==> src/rtl/alu_arbiter.sv <==
// Round-robin arbiter sharing one combinational ALU between the execute stage
// (port 0) and the address/branch-compare unit (port 1), with a registered response slot.
module alu_arbiter #(
    parameter int                WORDSIZE = 32,
    parameter int                OPSIZE   = 4,
    parameter logic [OPSIZE-1:0] NOP      = '0
) (
    input  logic                CLK,
    input  logic                RST,

    input  logic                REQ0_VALID,
    input  logic [WORDSIZE-1:0] REQ0_A,
    input  logic [WORDSIZE-1:0] REQ0_B,
    input  logic [OPSIZE-1:0]   REQ0_OP,
    output logic                REQ0_READY,

    input  logic                REQ1_VALID,
    input  logic [WORDSIZE-1:0] REQ1_A,
    input  logic [WORDSIZE-1:0] REQ1_B,
    input  logic [OPSIZE-1:0]   REQ1_OP,
    output logic                REQ1_READY,

    output logic [WORDSIZE-1:0] ALU_A,
    output logic [WORDSIZE-1:0] ALU_B,
    output logic [OPSIZE-1:0]   ALU_OP,
    input  logic [WORDSIZE-1:0] ALU_OUT,
    input  logic                ALU_C,
    input  logic                ALU_V,
    input  logic                ALU_Z,
    input  logic                ALU_N,

    output logic                RSP_VALID,
    input  logic                RSP_READY,
    output logic                RSP_ID,
    output logic [WORDSIZE-1:0] RSP_OUT,
    output logic [3:0]          RSP_FLAGS
);

    typedef enum logic {
        SLOT_EMPTY = 1'b0,
        SLOT_FULL  = 1'b1
    } slot_state_t;

    slot_state_t state;
    slot_state_t state_next;

    logic last_gnt;
    logic can_accept;
    logic gnt0;
    logic gnt1;
    logic gnt_any;

    // A full slot that is being drained this cycle can take a new result in
    // the same cycle, which is what sustains one op per cycle.
    assign can_accept = (state == SLOT_EMPTY) || RSP_READY;

    always_comb begin : arbitrate
        // NOTE: every output of a combinational block gets a default first, so no
        // path through the if/else leaves a variable unassigned and infers a latch.
        gnt0 = 1'b0;
        gnt1 = 1'b0;
        if (!RST && can_accept) begin
            if (REQ0_VALID && REQ1_VALID) begin
                gnt0 = last_gnt;
                gnt1 = !last_gnt;
            end else begin
                gnt0 = REQ0_VALID;
                gnt1 = REQ1_VALID;
            end
        end
    end

    assign gnt_any    = gnt0 || gnt1;
    assign REQ0_READY = gnt0;
    assign REQ1_READY = gnt1;

    always_comb begin : alu_drive
        ALU_A  = '0;
        ALU_B  = '0;
        ALU_OP = NOP;
        if (gnt0) begin
            ALU_A  = REQ0_A;
            ALU_B  = REQ0_B;
            ALU_OP = REQ0_OP;
        end else if (gnt1) begin
            ALU_A  = REQ1_A;
            ALU_B  = REQ1_B;
            ALU_OP = REQ1_OP;
        end
    end

    always_comb begin : slot_next
        state_next = state;
        if (gnt_any) begin
            state_next = SLOT_FULL;
        end else if (state == SLOT_FULL && RSP_READY) begin
            state_next = SLOT_EMPTY;
        end
    end

    always_ff @(posedge CLK) begin : slot_reg
        // NOTE: sequential state is assigned with <= so every flop samples the
        // pre-edge values and the result does not depend on block ordering.
        if (RST) begin
            state <= SLOT_EMPTY;
        end else begin
            state <= state_next;
        end
    end

    assign RSP_VALID = (state == SLOT_FULL);

    always_ff @(posedge CLK) begin : rsp_reg
        // NOTE: the response datapath is reset too, so a freshly reset slot
        // reads back zeros instead of whatever the flops powered up with.
        if (RST) begin
            RSP_OUT   <= '0;
            RSP_FLAGS <= '0;
            RSP_ID    <= 1'b0;
            last_gnt  <= 1'b1;
        end else if (gnt_any) begin
            RSP_OUT   <= ALU_OUT;
            RSP_FLAGS <= {ALU_C, ALU_V, ALU_Z, ALU_N};
            RSP_ID    <= gnt1;
            last_gnt  <= gnt1;
        end
    end

endmodule

==> config.mk <==
export PLATFORM = sky130hd
export DESIGN_NAME = alu_arbiter
export DESIGN_NICKNAME = d
export VERILOG_FILES = /design/src/rtl/alu_arbiter.sv
export SDC_FILE = /design/constraint.sdc
export NUM_CORES = 1
export LEC_CHECK = 0
export ABC_CLOCK_PERIOD_IN_PS = 2100
export CAP_MARGIN = 20
export CORE_ASPECT_RATIO = 1.2
export CORE_MARGIN = 10
export CORE_UTILIZATION = 26
export DETAILED_ROUTE_END_ITERATION = 6
export PLACE_DENSITY = 0.83
export REMOVE_ABC_BUFFERS = 1
export SLEW_MARGIN = 10
export SYNTH_ARGS = -nofsm -noshare
export SYNTH_HDL_FRONTEND = slang
export SYNTH_SLANG_ARGS = --single-unit
==> constraint.sdc <==
create_clock -name CLK -period 2.1 [get_ports CLK]
set_input_delay 0.42 -clock CLK [delete_from_list [all_inputs] [get_ports CLK]]
set_output_delay 0.42 -clock CLK [all_outputs]
set_load 0.05 [all_outputs]
==> impl_metrics.json <==
{
  "h-tree-depth": 2,
  "synth_top_area_frac": 0.3560,
  "synth_area_leader_cell": "dfxtp_1",
  "yosys_warnings": 0,
  "dp.final_hpwl_mm": 13.70,
  "vias": 3627,
  "cts_tree": "built",
  "ys_seq_area_frac": 0.3560,
  "worst_clock_skew_ns": 0.003057,
  "clk_latency_ns": 0.30,
  "slowest_stage": "dfxtp_2",
  "ff2ff_setup_slack_ns": 0.13,
  "nets": 727,
  "whs_ns": 0.4965,
  "peakVddDrop_uv": 666.3,
  "synth_area_um2": 2193,
  "r2r-end": "RSP_OUT[13]$_SDFFE_PP0P_",
  "area_growth_pct": 203.8,
  "swShare": 0.3732,
  "io_pins": 285,
  "chipHeight_um": 120.6,
  "required_ns": 1.68,
  "route.final.wire_length_mm": 19.63,
  "drt_iter0_drc": 197,
  "crit_start": "RSP_VALID$_SDFFE_PP0P_",
  "path_cells": "nor2b_4, nor4b_4, buf_6, buf_6, buf_4, a22o_1, buf_12",
  "final_core_utilization": 0.8129,
  "reg2reg_depth": 8,
  "p_comb_frac": 0.566,
  "finalPower_mw": 3.318,
  "numCtsBuffers": 5,
  "critPathKind": "reg -> out",
  "grt_overflow_total": 0,
  "hp-start": "RSP_ID$_SDFFE_PP0P_",
  "r2r-start": "RSP_VALID$_SDFFE_PP0P_",
  "rsz0062_at_grt": "yes",
  "period_needed_ns": 2.331,
  "clock_sinks": 39,
  "internal_power_mw": 2.080,
  "slew_headroom": 0.6293,
  "die_area_um2": 12530,
  "grt_usage": 0.2603,
  "avgSynthCellArea_um2": 8.469,
  "hold_end": "RSP_ID$_SDFFE_PP0P_",
  "hp-class": "reg -> reg",
  "crit_top_cell": "buf_6",
  "dieWidth_um": 103.8,
  "cp_data_arrival_time_ns": 1.91,
  "drive_gt1_frac": 0.2873,
  "netlist_top_cells_area": "dfxtp_1 (36%), a22o_1 (27%), o211ai_1 (12%)",
  "viasPerCell": 5.430,
  "leakagePower_nw": 2.806,
  "endpoint_kind": "output port",
  "drv_slew": 0,
  "hold_buffers": 0,
  "power.density_nw_per_um2": 497.9,
  "fillers": 447,
  "worst_pin_slew_ns": 0.5543,
  "gp_congestion": 0.9234,
  "root_buffer": "clkbuf_8",
  "start_kind": "register",
  "core_area_um2": 8198,
  "p_seq_frac": 0.249,
  "postRouteAntennaNets": 0,
  "start_util": 0.2676,
  "critPathMaxStageDelay_ns": 0.34,
  "wl_per_cell_um": 29.38,
  "pre_cts_slack_ns": -0.3266,
  "first_pass_iters": 7,
  "ys_ff_latch": 39,
  "status": "finished, violations left",
  "antenna_found_initial": 4,
  "setup_tns_ns": -6.940,
  "violations": "setup timing",
  "grt_pass1_wl_mm": 25.16,
  "drv_cap": 0,
  "grt_pass1_vias": 3641,
  "hold_viol": 0,
  "cts.clk_slew.worst_paths_ns": 0.07,
  "synthesis.instances": 259,
  "p_sw_mw": 1.238,
  "num_rows": 36,
  "setup_viol": 70,
  "setup_slack_ns": -0.2314,
  "fmax_ghz": 0.4289,
  "io_buffers": 284,
  "path_max_fanout": 12,
  "grt_start_max_net_pins": 38,
  "yosysUniqueCellTypes": 21,
  "fin_crit_sh": 1.110,
  "drc": 0,
  "p_clk_frac": 0.185,
  "cts_max_path_buffers": 2,
  "worstHoldPathCells": 1
}
==> placed cells by master (no fill, tap or decap), types with 5 or more instances in the layout <==
cell type and n:
clkdlybuf4s50_1 210, buf_12 77, a22o_4 42, dfxtp_1 37, inv_1 37, o211ai_1 36, o21ai_0 33, a22o_1 26
buf_4 17, clkbuf_8 5
==> synth_stat cells <==
cell,instances
o211ai_1,36
o21ai_0,33
buf_4,1
a31o_2,1
nand2_1,2
nand2b_1,1
or3_1,1
dfxtp_1,39
inv_1,37
a221o_1,1
a22o_1,68
a21oi_1,1
buf_6,1
nor4b_4,1
buf_2,6
and4_1,1
o21ai_1,3
nor2_1,1
clkbuf_1,20
nor2b_1,2
buf_1,3
==> registers in the layout, indices dropped and copies added, names as in the netlist <==
| name | count |
|---|---|
| RSP_ID | 1 |
| RSP_OUT | 32 |
| last_gnt | 1 |
| RSP_FLAGS | 4 |
| RSP_VALID | 1 |
==> kinds of logic after synthesis <==
logic type / Yosys count / share of synthesized area
simple gates: 9 / 0.03138
compound gates: 143 / 0.4877
flops: 39 / 0.3560
buf+inv: 68 / 0.1249
==> metal layers <==
metal	track usage	wire length, µm
met5	0	13
met4	0.08275	872
met3	0.1217	2192
met2	0.4714	10020
met1	0.2599	6527
==> critical path: cells and delay by family (launching register included) <==
family / cells / cell delay (ns)
buffers and inverters: 4 / 0.62
AO/OA/AOI/OAI: 1 / 0.27
flip-flops: 1 / 0.34
AND/OR/NAND/NOR: 2 / 0.38
==> what timing repair did <==
action	in CTS	in global routing
setup buffers	8	1
gates cloned	3	2
pin swaps	7	6
resized for setup	40	22
setup endpoints to repair	70	70
==> stage by stage <==
stage          cell area (µm²)  cells
2_1_floorplan             2058    228
3_3_place_gp              5953    643
3_5_place_dp              5953    643
4_1_cts                   6404    661
5_1_grt                   6661    667
6_report                  6664    668
==> worst max path at each step <==
stage	endpoint	cells past startpoint
3_5_place_dp	ALU_OP[0]	7
5_1_grt	ALU_B[25]	7
2_1_floorplan	ALU_A[0]	3
6_report	ALU_B[25]	7
3_3_place_gp	ALU_OP[0]	7
4_1_cts	ALU_A[24]	8
==> final cells by class <==
cell class | count | area [µm²] | share of cell area
antenna | 4 | 10.01 | 0.001502
timing repair buffer | 315 | 3960 | 0.5943
inverter | 37 | 138.9 | 0.02084
clock buffer | 6 | 72.57 | 0.01089
tap | 114 | 142.6 | 0.02140
sequential | 39 | 783.3 | 0.1175
multi-input combinational | 152 | 1526 | 0.2291
clock inverter | 1 | 30.03 | 0.004506
==> power groups by stage <==
stage               sequential (mW)  clock [mW]  combinational (mW)
floorplan                      1.03           0               0.518
global placement              0.838           0                1.66
detailed placement            0.842           0                1.68
CTS                           0.826       0.622                1.78
global route                  0.833       0.649                1.93
finish                        0.828       0.613                1.88
No activity file was read; power rests on OpenSTA's default activity.
